===== config.mk =====
export PLATFORM = sky130hd
export DESIGN_NAME = mem_wb_pipe_flat
export DESIGN_NICKNAME = d
export VERILOG_FILES = /design/src/rtl/mem_wb_pipe_if.sv /design/src/rtl/mem_wb_pipe.sv /design/src/flat_wrapper.sv
export SDC_FILE = /design/constraint.sdc
export NUM_CORES = 1
export LEC_CHECK = 0
export CAP_MARGIN = 15
export CELL_PAD_IN_SITES_DETAIL_PLACEMENT = 0
export CELL_PAD_IN_SITES_GLOBAL_PLACEMENT = 1
export CORE_UTILIZATION = 35
export CTS_BUF_LIST = sky130_fd_sc_hd__clkbuf_4
export CTS_CLUSTER_DIAMETER = 100
export DETAILED_ROUTE_END_ITERATION = 8
export PLACE_DENSITY_LB_ADDON = 0.1
export SYNTH_ARGS = -nofsm -noshare
export SYNTH_HDL_FRONTEND = slang
export SYNTH_SLANG_ARGS = --single-unit

===== constraint.sdc =====
create_clock -name clk -period 1.8 [get_ports clk]
set_input_delay 0.18 -clock clk [delete_from_list [all_inputs] [get_ports clk]]
set_output_delay 0.18 -clock clk [all_outputs]
set_load 0.05 [all_outputs]

===== src/rtl/mem_wb_pipe_if.sv =====
// mem_wb_pipe_if
//   Bundles the MEM-side entry signals, the WB-side head-entry signals and
//   flush between the data-memory stage and the MEM/WB pipeline register.
//   clk/rst are not part of the bundle.
// Modports
//   master : the stage environment (drives MEM entry, flush, out_ready;
//            observes in_ready and the WB outputs)
//   slave  : the pipeline register itself
// Signals
//   flush, in_valid/in_ready, regwrite_in, memtoreg_in, load_size_in,
//   load_unsigned_in, byte_off_in, read_data_in, alu_result_in, write_reg_in,
//   out_valid/out_ready, regwrite, write_reg, wb_data
interface mem_wb_pipe_if #(
    parameter int DATA_W     = 32,
    parameter int REG_ADDR_W = 5
);
    logic                  flush;
    logic                  in_valid;
    logic                  in_ready;
    logic                  regwrite_in;
    logic                  memtoreg_in;
    logic [1:0]            load_size_in;
    logic                  load_unsigned_in;
    logic [1:0]            byte_off_in;
    logic [DATA_W-1:0]     read_data_in;
    logic [DATA_W-1:0]     alu_result_in;
    logic [REG_ADDR_W-1:0] write_reg_in;
    logic                  out_valid;
    logic                  out_ready;
    logic                  regwrite;
    logic [REG_ADDR_W-1:0] write_reg;
    logic [DATA_W-1:0]     wb_data;

    modport master (
        output flush, in_valid, regwrite_in, memtoreg_in, load_size_in,
               load_unsigned_in, byte_off_in, read_data_in, alu_result_in,
               write_reg_in, out_ready,
        input  in_ready, out_valid, regwrite, write_reg, wb_data
    );

    modport slave (
        input  flush, in_valid, regwrite_in, memtoreg_in, load_size_in,
               load_unsigned_in, byte_off_in, read_data_in, alu_result_in,
               write_reg_in, out_ready,
        output in_ready, out_valid, regwrite, write_reg, wb_data
    );
endinterface


===== src/rtl/mem_wb_pipe.sv =====
// mem_wb_pipe
//   Clocked MEM/WB pipeline register with valid/ready handshake, flush and an
//   optional 2-entry skid buffer. Load data is aligned and sign/zero extended
//   and the memtoreg mux is applied before capture, so WB sees one word.
// Parameters
//   DATA_W     datapath width (32 for sub-word loads)
//   REG_ADDR_W destination register address width
//   SKID       1 = head + skid slot, in_ready depends only on held state
//              0 = single head slot, in_ready passes out_ready through
// Ports
//   clk  rising-edge clock
//   rst  synchronous active-high reset
//   bus  mem_wb_pipe_if.slave (MEM entry in, WB head entry out, flush)
module mem_wb_pipe #(
    parameter int DATA_W     = 32,
    parameter int REG_ADDR_W = 5,
    parameter int SKID       = 1
) (
    input  logic         clk,
    input  logic         rst,
    mem_wb_pipe_if.slave bus
);

    logic [7:0]            byte_lane;
    logic [15:0]           half_lane;
    logic [DATA_W-1:0]     aligned;
    logic [DATA_W-1:0]     wb_in;
    logic                  in_ready_int;
    logic                  do_accept;
    logic                  do_release;

    logic                  h_valid;
    logic                  h_regwrite;
    logic [REG_ADDR_W-1:0] h_write_reg;
    logic [DATA_W-1:0]     h_data;

    logic                  s_valid;
    logic                  s_regwrite;
    logic [REG_ADDR_W-1:0] s_write_reg;
    logic [DATA_W-1:0]     s_data;

    // Load alignment and extension, then the memtoreg mux. Half loads use
    // only the upper offset bit; the low bit is ignored.
    always_comb begin
        byte_lane = bus.read_data_in[7:0];
        case (bus.byte_off_in)
            2'd0:    byte_lane = bus.read_data_in[7:0];
            2'd1:    byte_lane = bus.read_data_in[15:8];
            2'd2:    byte_lane = bus.read_data_in[23:16];
            default: byte_lane = bus.read_data_in[31:24];
        endcase
        half_lane = bus.byte_off_in[1] ? bus.read_data_in[31:16] : bus.read_data_in[15:0];
        case (bus.load_size_in)
            2'b00:   aligned = {{(DATA_W-8){!bus.load_unsigned_in & byte_lane[7]}}, byte_lane};
            2'b01:   aligned = {{(DATA_W-16){!bus.load_unsigned_in & half_lane[15]}}, half_lane};
            default: aligned = bus.read_data_in;
        endcase
        wb_in = bus.memtoreg_in ? aligned : bus.alu_result_in;
    end

    // With a skid slot, readiness only depends on whether the skid slot is
    // free, which breaks the out_ready -> in_ready combinational path.
    // Readiness is held low for the whole time reset is asserted.
    always_comb begin
        if (SKID != 0) begin
            in_ready_int = !rst && !s_valid;
        end else begin
            in_ready_int = !rst && (!h_valid || bus.out_ready);
        end
        do_accept  = bus.in_valid && in_ready_int;
        do_release = h_valid && bus.out_ready;
    end

    // Head/skid storage. Flush drops everything held plus anything accepted
    // this cycle; data fields are left stale since valid gates them.
    // When the skid slot drains into the head, no accept can happen in the
    // same cycle because in_ready was low.
    always_ff @(posedge clk) begin
        if (rst) begin
            h_valid     <= 1'b0;
            h_regwrite  <= 1'b0;
            h_write_reg <= '0;
            h_data      <= '0;
            s_valid     <= 1'b0;
            s_regwrite  <= 1'b0;
            s_write_reg <= '0;
            s_data      <= '0;
        end else if (bus.flush) begin
            h_valid <= 1'b0;
            s_valid <= 1'b0;
        end else if (SKID != 0) begin
            if (do_release && s_valid) begin
                h_valid     <= 1'b1;
                h_regwrite  <= s_regwrite;
                h_write_reg <= s_write_reg;
                h_data      <= s_data;
                s_valid     <= 1'b0;
            end else if (do_accept && (!h_valid || do_release)) begin
                h_valid     <= 1'b1;
                h_regwrite  <= bus.regwrite_in;
                h_write_reg <= bus.write_reg_in;
                h_data      <= wb_in;
            end else if (do_accept) begin
                s_valid     <= 1'b1;
                s_regwrite  <= bus.regwrite_in;
                s_write_reg <= bus.write_reg_in;
                s_data      <= wb_in;
            end else if (do_release) begin
                h_valid <= 1'b0;
            end
        end else begin
            if (do_accept) begin
                h_valid     <= 1'b1;
                h_regwrite  <= bus.regwrite_in;
                h_write_reg <= bus.write_reg_in;
                h_data      <= wb_in;
            end else if (do_release) begin
                h_valid <= 1'b0;
            end
        end
    end

    // r0 is hardwired zero, so writes to it are suppressed here.
    assign bus.in_ready  = in_ready_int;
    assign bus.out_valid = h_valid;
    assign bus.regwrite  = h_valid && h_regwrite && (h_write_reg != '0);
    assign bus.write_reg = h_write_reg;
    assign bus.wb_data   = h_data;

endmodule

===== src/flat_wrapper.sv =====
// flat-port wrapper written by rule: the top's interface ports become plain ports
module mem_wb_pipe_flat 
#(
    parameter int DATA_W     = 32,
    parameter int REG_ADDR_W = 5,
    parameter int SKID       = 1
)
  (clk, rst, bus_flush, bus_in_valid, bus_regwrite_in, bus_memtoreg_in, bus_load_size_in, bus_load_unsigned_in, bus_byte_off_in, bus_read_data_in, bus_alu_result_in, bus_write_reg_in, bus_out_ready, bus_in_ready, bus_out_valid, bus_regwrite, bus_write_reg, bus_wb_data);
  mem_wb_pipe_if #(.DATA_W(DATA_W), .REG_ADDR_W(REG_ADDR_W)) bus_i ();
  input  logic clk;
  input  logic rst;
  input wire logic [$bits(bus_i.flush)-1:0] bus_flush;
  input wire logic [$bits(bus_i.in_valid)-1:0] bus_in_valid;
  input wire logic [$bits(bus_i.regwrite_in)-1:0] bus_regwrite_in;
  input wire logic [$bits(bus_i.memtoreg_in)-1:0] bus_memtoreg_in;
  input wire logic [$bits(bus_i.load_size_in)-1:0] bus_load_size_in;
  input wire logic [$bits(bus_i.load_unsigned_in)-1:0] bus_load_unsigned_in;
  input wire logic [$bits(bus_i.byte_off_in)-1:0] bus_byte_off_in;
  input wire logic [$bits(bus_i.read_data_in)-1:0] bus_read_data_in;
  input wire logic [$bits(bus_i.alu_result_in)-1:0] bus_alu_result_in;
  input wire logic [$bits(bus_i.write_reg_in)-1:0] bus_write_reg_in;
  input wire logic [$bits(bus_i.out_ready)-1:0] bus_out_ready;
  output wire logic [$bits(bus_i.in_ready)-1:0] bus_in_ready;
  output wire logic [$bits(bus_i.out_valid)-1:0] bus_out_valid;
  output wire logic [$bits(bus_i.regwrite)-1:0] bus_regwrite;
  output wire logic [$bits(bus_i.write_reg)-1:0] bus_write_reg;
  output wire logic [$bits(bus_i.wb_data)-1:0] bus_wb_data;
  assign bus_i.flush = bus_flush;
  assign bus_i.in_valid = bus_in_valid;
  assign bus_i.regwrite_in = bus_regwrite_in;
  assign bus_i.memtoreg_in = bus_memtoreg_in;
  assign bus_i.load_size_in = bus_load_size_in;
  assign bus_i.load_unsigned_in = bus_load_unsigned_in;
  assign bus_i.byte_off_in = bus_byte_off_in;
  assign bus_i.read_data_in = bus_read_data_in;
  assign bus_i.alu_result_in = bus_alu_result_in;
  assign bus_i.write_reg_in = bus_write_reg_in;
  assign bus_i.out_ready = bus_out_ready;
  assign bus_in_ready = bus_i.in_ready;
  assign bus_out_valid = bus_i.out_valid;
  assign bus_regwrite = bus_i.regwrite;
  assign bus_write_reg = bus_i.write_reg;
  assign bus_wb_data = bus_i.wb_data;
  mem_wb_pipe #(.DATA_W(DATA_W), .REG_ADDR_W(REG_ADDR_W), .SKID(SKID)) u_core (.clk(clk), .rst(rst), .bus(bus_i));
endmodule

==> summary.txt, run 1 <==
Outcome
  – Status: finished clean

Die
  – Die Y: 113 um
  – Row cnt: 40
  – Num ports: 121
  – Floorplan die width: 113 um
  – Die area: 0.0127 mm2
  – Starting Density: 35.8%
  – Core Area: 0.0120 mm2

Job
  – Max Cap Viol: 0

Worst setup path
  – Worst r2r path cells: 6
  – Worst r2r src: u_core.s_valid
  – Required time worst endpoint: 1.62 ns
  – Crit path launch: u_core.bus.write_reg[4]
  – FF-to-FF setup slack: 0.21 ns
  – Critical Path Fanout Max: 3
  – Worst EP arrival: 1.62 ns
  – Startpoint types: flop
  – Reg2reg end: u_core.s_data[18]
  – Critical path endpoint category: output pin
  – Kind of critical path: flop to output pin

STA
  – Max-slew violations: 0
  – RSZ-0062 raised after global routing: true
  – FMAX: 0.556 GHz
  – Min Tclk post-route: 1.80 ns
  – Final Skew: 0.0119 ns
  – Final period utilization: 99.9%
  – # setup viols final: 0
  – Hold WS: 0.148 ns
  – Relative slew slack: 61.9%
  – Worst Max-Slew Pin Slew: 0.571 ns
  – Hold Vio Cnt, Final: 0

Power and ir drop
  – Seq pwr share: 44.2%
  – P_int: 2.82 mW
  – Power per cell area: 675 mW/mm2
  – Leakage: 2.48 nW
  – Sw Share: 31.0%
  – Max rail drop VDD: 0.314 mV
  – Total net switching power: 1.27 mW
  – Clk pwr share: 29.9%
  – Total power: 4.09 mW
  – Comb pwr share: 25.9%

GRT
  – Largest net degree at the start of global routing: 48
  – First-pass GRT wire length: 22.9 mm
  – Vias in the first global route: 4399
  – Total gr overflow: 0
  – Overall routing resource usage: 23.2%
  – Initial antenna violation count: 0

Drt
  – Vias/cell: 5.49
  – First DRT Iteration DRCs: 247
  – Routed Antenna Nets: 0
  – Initial DRT Pass Iterations: 5
  – Detailed-route via count: 4702
  – DRC: 0
  – Routed length per instance: 16.9 um
  – WL final: 14.5 mm

Synthesis
  – Post-synth design cell area: 0.00428 mm2
  – Cells after Synth: 565
  – Post-synth EDFFs: 0
  – Post-Synth Simple-Gate Area: 17.7%
  – Mux contribution to synthesized area: 2.60%
  – Mean Syn Cell Area: 7.57 um2
  – Syn_nets: 646
  – Post-synthesis compound-gate area fraction: 35.7%
  – Synth Area in XOR/XNOR: 0%
  – Largest family of logic cells by synthesized area: compound AO/OA/AOI/OAI gates
  – Async SR Flop Fraction: 0%
  – Flops & latches, synth: 78
  – Fraction of the mapped netlist area in adder cells: 0%
  – Primary FF master, synth: dfxtp_1
  – Synth cell types: 43
  – Ys Warns: 0
  – Sequential cell area fraction in the yosys report: 36.5%

CTS
  – CTS sink cnt: 78
  – Htree depth: 3
  – Num CTS Buffers: 9
  – Post-CTS Hold Buffers: 0
  – CTS Root Cell: clkbuf_4
  – Clock latency on the worst-skew pair: 0.45 ns
  – Clk pin slew, worst setup/hold paths: 0.13 ns
  – TritonCTS clock tree: done
  – CTS Buffer Depth: 2

Final layout
  – Multi-input gate area: 0.00241 mm2
  – Area grow syn2layout: 41.7%
  – Nets@finish: 786
  – Fraction of layout cells with a size suffix above 1: 18.2%
  – Sequential cell area: 0.00156 mm2
  – Fillers: 1188
  – ANT cells: 0
  – Final core utilization: 50.7%

Hold path
  – HP Class: primary input to flop
  – Worst hold path depth: 4
  – Hold_sp: rst
  – Hold endpoint: u_core.bus.wb_data[26]

Placed design
  – GPL Wtd Cong: 0.937
  – Hpwl dp: 10.3 mm
  – I/O Buffers: 120
-- metrics by stage --
step | TNS, ns | worst slack, ns | instance area (um2) | instances
after floorplan | 0 | 0.0229 | 4280 | 565
after global placement | -14.38 | -0.477 | 5920 | 841
after detailed placement | -15.50 | -0.496 | 5920 | 841
after CTS | -0.0328 | -0.0328 | 6050 | 857
after global routing | -0.0899 | -0.0899 | 6060 | 857
final | 0 | 0.00105 | 6060 | 857
-- final cells by class --
type | count | share of cell area [%]
Multi-Input combinational cell | 422 | 39.8
Timing Repair Buffer | 184 | 28.2
Sequential cell | 78 | 25.8
Tap cell | 147 | 3.03
Clock inverter | 6 | 1.42
Clock buffer | 10 | 1.24
Inverter | 10 | 0.619
-- power by group through the flow --
stage | Clock (mW) | Combinational, mW | Sequential (mW)
floorplan | 0 | 0.433 | 2.01
detailed placement | 0 | 1.08 | 1.85
global route | 1.33 | 1.14 | 1.82
CTS | 1.26 | 1.06 | 1.81
finish | 1.22 | 1.06 | 1.81
global placement | 0 | 1.08 | 1.85
-- cells in the mapped netlist, types with 7 or more instances --
library cell    n  share of area (%)
a21oi_1        98                 11
a31o_2         16                3.3
clkbuf_1       28                2.5
a41oi_2        11                4.2
buf_2          13                1.5
o211ai_1       29                5.1
o21ai_0        49                5.7
nand4_1         9                1.3
mux2_2          7                1.8
o22ai_1         7                1.0
nand2_1       120                 11
dfxtp_1        78                 36
nor2_1         28                2.5
inv_1          10               0.88
-- worst max-delay path: stages (launching register included) --
cell and delay, ns:
dfxtp_2 0.35, or3_1 0.36, o311a_1 0.31, buf_6 0.16
-- how the worst max path moves through the flow --
stage,end,slack [ns],depth (start not counted)
floorplan,u_core.bus.wb_data[22],0.02,5
global placement,u_core.bus.wb_data[6],-0.48,8
detailed placement,u_core.bus.wb_data[6],-0.50,8
CTS,bus_regwrite,-0.03,3
global route,bus_regwrite,-0.09,3
finish,bus_regwrite,0.001,3
-- layout by cell type (no fill, tap or decap), drive strengths merged, types with 10 or more instances in the layout --
cell	Yosys	routed
nand2	120	120
a21oi	98	98
dlygate4sd2	0	30
o211ai	29	29
a31o	16	16
buf	25	72
clkdlybuf4s50	0	78
clkbuf	30	10
o21ai	49	49
dfxtp	78	78
nor2	28	28
inv	10	10
a41oi	16	16
-- cell families after synthesis --
| logic type | Yosys count |
|---|---|
| muxes | 9 |
| buffers and inverters | 65 |
| AOI/OAI and AO/OA | 233 |
| DFF | 78 |
| and+or+nand+nor | 180 |
-- routing by layer --
metal | wire length (um) | share of wire, % | global-route usage (%)
met1 | 7050 | 49 | 32.5
met2 | 6320 | 44 | 34.6
met3 | 760 | 5.2 | 4.21
met4 | 362 | 2.5 | 9.96
met5 | 0 | 0 | 0
-- what timing repair did --
item | 4_1_cts | 5_1_grt
setup endpoints to repair | 31 | 6
pin swaps | 0 | 0
resized for setup | 32 | 5
buffers inserted | 0 | 0
Note: power is estimated with default switching activity, not from simulation.
==> run 2, diff against run 1 <==
--- a/config.mk
+++ b/config.mk
@@ -8,11 +8,13 @@
 export CAP_MARGIN = 15
 export CELL_PAD_IN_SITES_DETAIL_PLACEMENT = 0
 export CELL_PAD_IN_SITES_GLOBAL_PLACEMENT = 1
-export CORE_UTILIZATION = 35
+export CORE_UTILIZATION = 38
 export CTS_BUF_LIST = sky130_fd_sc_hd__clkbuf_4
 export CTS_CLUSTER_DIAMETER = 100
+export CTS_CLUSTER_SIZE = 28
 export DETAILED_ROUTE_END_ITERATION = 8
 export PLACE_DENSITY_LB_ADDON = 0.1
 export SYNTH_ARGS = -nofsm -noshare
 export SYNTH_HDL_FRONTEND = slang
 export SYNTH_SLANG_ARGS = --single-unit
+export TNS_END_PERCENT = 10
==> constraint.sdc (replaced) <==
create_clock -name clk -period 2.33 [get_ports clk]
set_input_delay 0.233 -clock clk [delete_from_list [all_inputs] [get_ports clk]]
set_output_delay 0.233 -clock clk [all_outputs]
set_load 0.05 [all_outputs]
==> run 2 against run 1 <==
Compared with the run above: cell area fell by 4.4%; via count shrank 2.6%; clock power fell by 14%; clock-buffer cell count unchanged; total power fell by 21%; final cell count down 5.3%; global-route usage increased by 1.9 points; sequential cell count unchanged; sequential power fell by 23%; worst setup slack better by 0.23 ns; highest routed layer unchanged.
==> summary.txt, run 2 (synthesis results as in run 1) <==
GRT
  – Largest net degree at the start of global routing: 40 (was 48)
  – Overall routing resource usage: 25.0% (was 23.2%)
  – Total gr overflow: 0 (unchanged)
  – Initial antenna violation count: 0 (unchanged)
  – Vias in the first global route: 4262 (was 4399)
  – First-pass GRT wire length: 22.3 mm (was 22.9 mm)

Die
  – Die Y: 108 um (was 113 um)
  – Core Area: 0.0109 mm2 (was 0.0120 mm2)
  – Starting Density: 39.3% (was 35.8%)
  – Floorplan die width: 108 um (was 113 um)
  – Num ports: 121 (unchanged)
  – Row cnt: 38 (was 40)
  – Die area: 0.0117 mm2 (was 0.0127 mm2)

Power and ir drop
  – Total power: 3.24 mW (was 4.09 mW)
  – Power per cell area: 559 mW/mm2 (was 675 mW/mm2)
  – Total net switching power: 0.968 mW (was 1.27 mW)
  – Leakage: 2.10 nW (was 2.48 nW)
  – Seq pwr share: 43.2% (was 44.2%)
  – Max rail drop VDD: 0.378 mV (was 0.314 mV)
  – P_int: 2.27 mW (was 2.82 mW)
  – Comb pwr share: 24.5% (was 25.9%)
  – Sw Share: 29.9% (was 31.0%)
  – Clk pwr share: 32.4% (was 29.9%)

CTS
  – Post-CTS Hold Buffers: 0 (unchanged)
  – CTS Root Cell: clkbuf_4 (unchanged)
  – Num CTS Buffers: 9 (unchanged)
  – # resized after CTS: 1 (was 32)
  – Clock latency on the worst-skew pair: 0.46 ns (was 0.45 ns)
  – Post-CTS Setup Repair Bufs: 0 (unchanged)
  – TritonCTS clock tree: done (unchanged)
  – CTS sink cnt: 78 (unchanged)
  – Clk pin slew, worst setup/hold paths: 0.14 ns (was 0.13 ns)
  – CTS Buffer Depth: 2 (unchanged)
  – Htree depth: 3 (unchanged)

STA
  – Max-slew violations: 0 (unchanged)
  – Min Tclk post-route: 2.09 ns
  – Relative slew slack: 50.8% (was 61.9%)
  – Worst Max-Slew Pin Slew: 0.737 ns (was 0.571 ns)
  – FMAX: 0.477 GHz
  – Final Skew: 0.0200 ns (was 0.0119 ns)
  – RSZ-0062 raised after global routing: false (was true)
  – # setup viols final: 0 (unchanged)
  – Hold Vio Cnt, Final: 0 (unchanged)
  – Hold WS: 0.138 ns (was 0.148 ns)
  – Setup TNS: 0 ns (unchanged)
  – Final period utilization: 89.9%

Final layout
  – Nets@finish: 748 (was 786)
  – Fraction of layout cells with a size suffix above 1: 12.2% (was 18.2%)
  – Most common cell after layout, fill and taps aside: nand2_1 (unchanged)
  – Highest-count cells in the layout ignoring fill and taps: nand2_1, clkdlybuf4s50_1, a21oi_1 (was nand2_1, a21oi_1, clkdlybuf4s50_1)
  – ANT cells: 0 (unchanged)
  – Area grow syn2layout: 35.5% (was 41.7%)
  – Fillers: 1070 (was 1188)

Drt
  – Routed length per instance: 17.5 um (was 16.9 um)
  – DRC: 0 (unchanged)
  – Routed Antenna Nets: 0 (unchanged)
  – Initial DRT Pass Iterations: 5 (unchanged)
  – Vias/cell: 5.64 (was 5.49)
  – First DRT Iteration DRCs: 229 (was 247)
  – Detailed-route via count: 4580 (was 4702)
  – WL final: 14.2 mm (was 14.5 mm)

Worst setup path
  – Worst path top cell family by delay: buffers and inverters (was simple AND/OR/NAND/NOR gates)
  – Critical path endpoint category: output pin (unchanged)
  – Slowest stage cell, crit path: dlygate4sd2_1 (was or3_1)
  – Kind of critical path: flop to output pin (unchanged)
  – Worst EP arrival: 1.86 ns (was 1.62 ns)
  – Critical Path Fanout Max: 3 (unchanged)
  – Startpoint types: flop (unchanged)
  – Required time worst endpoint: 2.10 ns (was 1.62 ns)
  – Worst-path cell chain: or3_1 -> o311a_1 -> dlygate4sd2_1 (was or3_1 -> o311a_1 -> buf_6)
  – CP max stage delay: 0.42 ns (was 0.36 ns)
  – Worst path bufs/invs: 1 (unchanged)

Hold path
  – HP Class: primary input to flop (unchanged)

Placed design
  – Hpwl dp: 10.1 mm (was 10.3 mm)
  – I/O Buffers: 120 (unchanged)
  – GPL Wtd Cong: 0.885 (was 0.937)

Outcome
  – Status: finished clean (unchanged)

Job
  – Max Cap Viol: 0 (unchanged)
run 2: changes by cell type in the layout (fill, tap and decap cells not counted), moves of 2 or more:
| cell | delta |
|---|---|
| buf_12 | -2 |
| buf_4 | -41 |
| clkdlybuf4s50_1 | +39 |
| clkinv_2 | -2 |
| dlygate4sd2_1 | -29 |
| dlymetal6s2s_1 | -4 |
run 2: cell type report:
| cell class | instances | area [um2] | share of cell area [%] |
|---|---|---|---|
| inverters | 10 | 37.5 | 0.647 |
| repair buffers | 146 | 1440 | 24.7 |
| clock buffers | 10 | 75.1 | 1.29 |
| multi-input cells | 422 | 2400 | 41.5 |
| clock inverters | 6 | 110 | 1.90 |
| well taps | 140 | 175 | 3.02 |
| flip-flops and latches | 78 | 1560 | 26.9 |
run 2: power by group through the flow:
stage / sequential, mW / combinational [mW] / clock [mW]
6_report: 1.40 / 0.793 / 1.05
5_1_grt: 1.41 / 0.850 / 1.13
4_1_cts: 1.40 / 0.793 / 1.07
3_5_place_dp: 1.43 / 0.790 / 0
3_3_place_gp: 1.43 / 0.787 / 0
2_1_floorplan: 1.55 / 0.334 / 0
run 2: metrics by stage:
step	setup WS [ns]	utilization [%]	area, um2	instances
2_1_floorplan	0.553	-	4280	565
3_3_place_gp	0.176	51.6	5620	796
3_5_place_dp	0.156	51.6	5620	796
4_1_cts	0.201	53.3	5800	812
5_1_grt	0.158	53.3	5800	812
6_report	0.235	53.3	5800	812
run 2: metal layers:
layer / global-route usage, % / vias up / share of wire (%)
met1: 34.9 / 2138 / 47
met2: 37.9 / 156 / 45
met4: 9.49 / 0 / 2.2
met5: 0 / - / 0
met3: 4.64 / 24 / 5.9
li1: - / 2262 / -
run 2: final timing paths:
check                          startpoint                     to  slack [ns]  cells past startpoint
setup reg to reg     u_core.bus.out_valid  u_core.bus.wb_data[6]        0.43                      5
setup / recovery  u_core.bus.write_reg[4]           bus_regwrite        0.24                      3
hold reg to reg         u_core.s_data[26]      u_core.s_data[26]        0.46                      2
hold / removal                        rst      u_core.s_regwrite        0.14                      2
run 2: worst reg2reg max path: cells and delay by family (launching register included):
family / cells / cell delay [ns]
flip-flops: 1 / 0.52
buffers and inverters: 1 / 0.23
AO/OA/AOI/OAI: 1 / 0.48
AND/OR/NAND/NOR: 3 / 0.58
==> variant, RTL diff (flow settings as in run 1) <==
`DATA_W` is set to 32 in 3 places; all go to 48. Comments in the files are not updated.
--- a/src/rtl/mem_wb_pipe_if.sv
+++ b/src/rtl/mem_wb_pipe_if.sv
@@ -11,7 +11,7 @@
 //   load_unsigned_in, byte_off_in, read_data_in, alu_result_in, write_reg_in,
 //   out_valid/out_ready, regwrite, write_reg, wb_data
 interface mem_wb_pipe_if #(
-    parameter int DATA_W     = 32,
+    parameter int DATA_W     = 48,
     parameter int REG_ADDR_W = 5
 );
     logic                  flush;
--- a/src/rtl/mem_wb_pipe.sv
+++ b/src/rtl/mem_wb_pipe.sv
@@ -12,7 +12,7 @@
 //   rst  synchronous active-high reset
 //   bus  mem_wb_pipe_if.slave (MEM entry in, WB head entry out, flush)
 module mem_wb_pipe #(
-    parameter int DATA_W     = 32,
+    parameter int DATA_W     = 48,
     parameter int REG_ADDR_W = 5,
     parameter int SKID       = 1
 ) (
--- a/src/flat_wrapper.sv
+++ b/src/flat_wrapper.sv
@@ -1,7 +1,7 @@
 // flat-port wrapper written by rule: the top's interface ports become plain ports
 module mem_wb_pipe_flat 
 #(
-    parameter int DATA_W     = 32,
+    parameter int DATA_W     = 48,
     parameter int REG_ADDR_W = 5,
     parameter int SKID       = 1
 )
Interface: changed (resized bus_alu_result_in, bus_read_data_in and bus_wb_data); port bits go from 121 to 169. The function was not compared with the original's and may differ.
==> variant against run 1 <==
- the flow now finishes with violations (setup timing)
- setup slack worse by 0.057 ns
- count of clock-buffer cells in the layout is 1 lower
- area after synthesis is 39% higher
- sequential power is 41% higher
- sequential share of layout area is 1.7 points higher
- sequential cell count is 32 higher
- routed wire length is 42% higher
- design area is 32% higher
- total power is 23% higher
- largest power group unchanged
==> variant: results (changes against run 1) <==
stage	metric	value	unit	change
global_routing	first-pass GRT wire length	33080	um	+45%
sta	Worst-Margin Slew	0.5412	ns	-0.02961 ns
clocking	TritonCTS buffer count	9		unchanged
power	Pleak	0.002957	uW	+19%
placed_design	DP Wirelength	13970	um	+35%
global_routing	initial antenna violation count	2		+2
worst_hold_path	hold crit path type	primary input to flop		
power	peak supply drop	0.3594	mV	+15%
yosys	Syn. warnings	0		unchanged
worst_hold_path	WHS Path Cells	3		-1
yosys	synth unique cells	37		-14%
clocking	CTS max path bufs	2		unchanged
setup_path	worst r2r src	u_core.s_valid$_SDFFE_PP0P_		
yosys	register area share after synthesis	37.12	%	+0.63 points
placed_design	port bufs	168		+40%
power	Internal	3353	uW	+19%
cells_and_area	share of cells above drive strength 1	9.005	%	-9.2 points
drt	Vias/cell	5.496		+0.17%
setup_path	R2R cell count	6		unchanged
sta	clk_skew	0.02177	ns	+0.009827 ns
setup_path	CP arrival	1.68	ns	+0.06 ns
drt	Avg WL per Cell	17.51	um	+3.6%
yosys	Most used DFF post-synth	dfxtp_1		
yosys	most numerous cell types in the synthesized netlist	nand2_1, dfxtp_1, o211ai_1		
drt	first drt pass iteration count	5		unchanged
global_routing	largest net degree at the start of global routing	59		+23%
status	status	finished, violations left		
cells_and_area	final net count	1064		+35%
sta	final hold slack	0.2368	ns	+0.08859 ns
setup_path	r2r endpoint	u_core.s_data[21]$_SDFFE_PP0P_		
placed_design	Placer Congestion	0.8250		-12%
clocking	htree depth	3		unchanged
clocking	clock-pin slew on the worst setup and hold paths	0.18	ns	+0.05 ns
status	failing checks	setup timing		
setup_path	Critical Path End	bus_regwrite		
drt	DR iter-0 viols	462		+87%
sta	Worst Setup Slack, final	-0.05577	ns	-0.05681 ns
global_routing	GRT Overall Usage	23.80	%	+0.64 points
cells_and_area	fill cell count	1645		+38%
yosys	syn_nets	923		+43%
yosys	largest cells by area after synthesis	dfxtp_1, o211ai_1, nand2_1		
clocking	worst skew pair latency	0.48	ns	+0.03 ns
yosys	Synth Instances	810		+43%
global_routing	vias in the first global route	6252		+42%
sta	final setup vio count	1		+1
setup_path	Worst R2R Setup Slack	0.19	ns	-0.02 ns
placed_design	Post-Place Cell Area	0.007961	mm^2	+34%
sta	setup TNS	-0.05577	ns	-0.05577 ns
## variant: routing by layer
metal	global-route usage, %	vias to the layer above	part of all wire [%]
li1	-	3207	-
met2	39.62	213	47
met3	3.998	30	5.3
met5	0	-	0
met4	9.706	0	2.5
met1	30.52	3019	45
## variant: worst min path at each step
stage | from | to
3_5_place_dp | u_core.s_data[47]$_SDFFE_PP0P_ | u_core.s_data[47]$_SDFFE_PP0P_
4_1_cts | rst | u_core.s_write_reg[2]$_SDFFE_PP0P_
2_1_floorplan | bus_flush | u_core.bus.out_valid$_SDFFE_PP0P_
3_3_place_gp | u_core.s_data[6]$_SDFFE_PP0P_ | u_core.s_data[6]$_SDFFE_PP0P_
6_report | rst | u_core.s_write_reg[2]$_SDFFE_PP0P_
5_1_grt | rst | u_core.s_write_reg[2]$_SDFFE_PP0P_
## variant: critical path, stage by stage, from the launching register on
cell and delay [ns]:
dfxtp_2 0.37, or3_1 0.36, o311a_1 0.31, buf_6 0.16
## variant: repair_timing
action | in CTS | in global routing
pin swaps | 0 | 0
resized for setup | 54 | 0
endpoints found under the setup margin | 53 | 1
## variant: kinds of logic (layout without fill, tap and decap cells)
family / after synthesis / in the layout / share of synthesized area, %
compound gates: 320 / 320 / 33.94
buf+inv: 91 / 236 / 6.581
flops: 110 / 110 / 37.12
mux: 10 / 10 / 1.898
other cells: 0 / 2 / 0
simple gates: 279 / 279 / 20.46
## variant: power groups by stage
stage | Sequential, uW | Combinational (uW) | Clock, uW
4_1_cts | 2560 | 1340 | 1210
2_1_floorplan | 2830 | 544 | 0
3_3_place_gp | 2610 | 1370 | 0
3_5_place_dp | 2610 | 1390 | 0
6_report | 2560 | 1340 | 1160
5_1_grt | 2570 | 1450 | 1290
## variant: layout make-up
cell class	count	area (um^2)	area share, %
antenna	2	5.005	0.06237
clock buffer	9	67.56	0.8420
clock inverter	6	50.05	0.6237
inverter	10	37.54	0.4678
multi-input combinational	609	3351	41.76
sequential	110	2205	27.48
tap	220	275.3	3.431
timing repair buffer	211	2033	25.34
## variant: through the flow
step,std cells,total power [uW],setup WS [ns]
2_1_floorplan,810,3377,0.07262
3_3_place_gp,1160,3980,-0.2646
3_5_place_dp,1160,3995,-0.3400
4_1_cts,1175,5109,-0.09814
5_1_grt,1177,5310,-0.1343
6_report,1177,5056,-0.05577
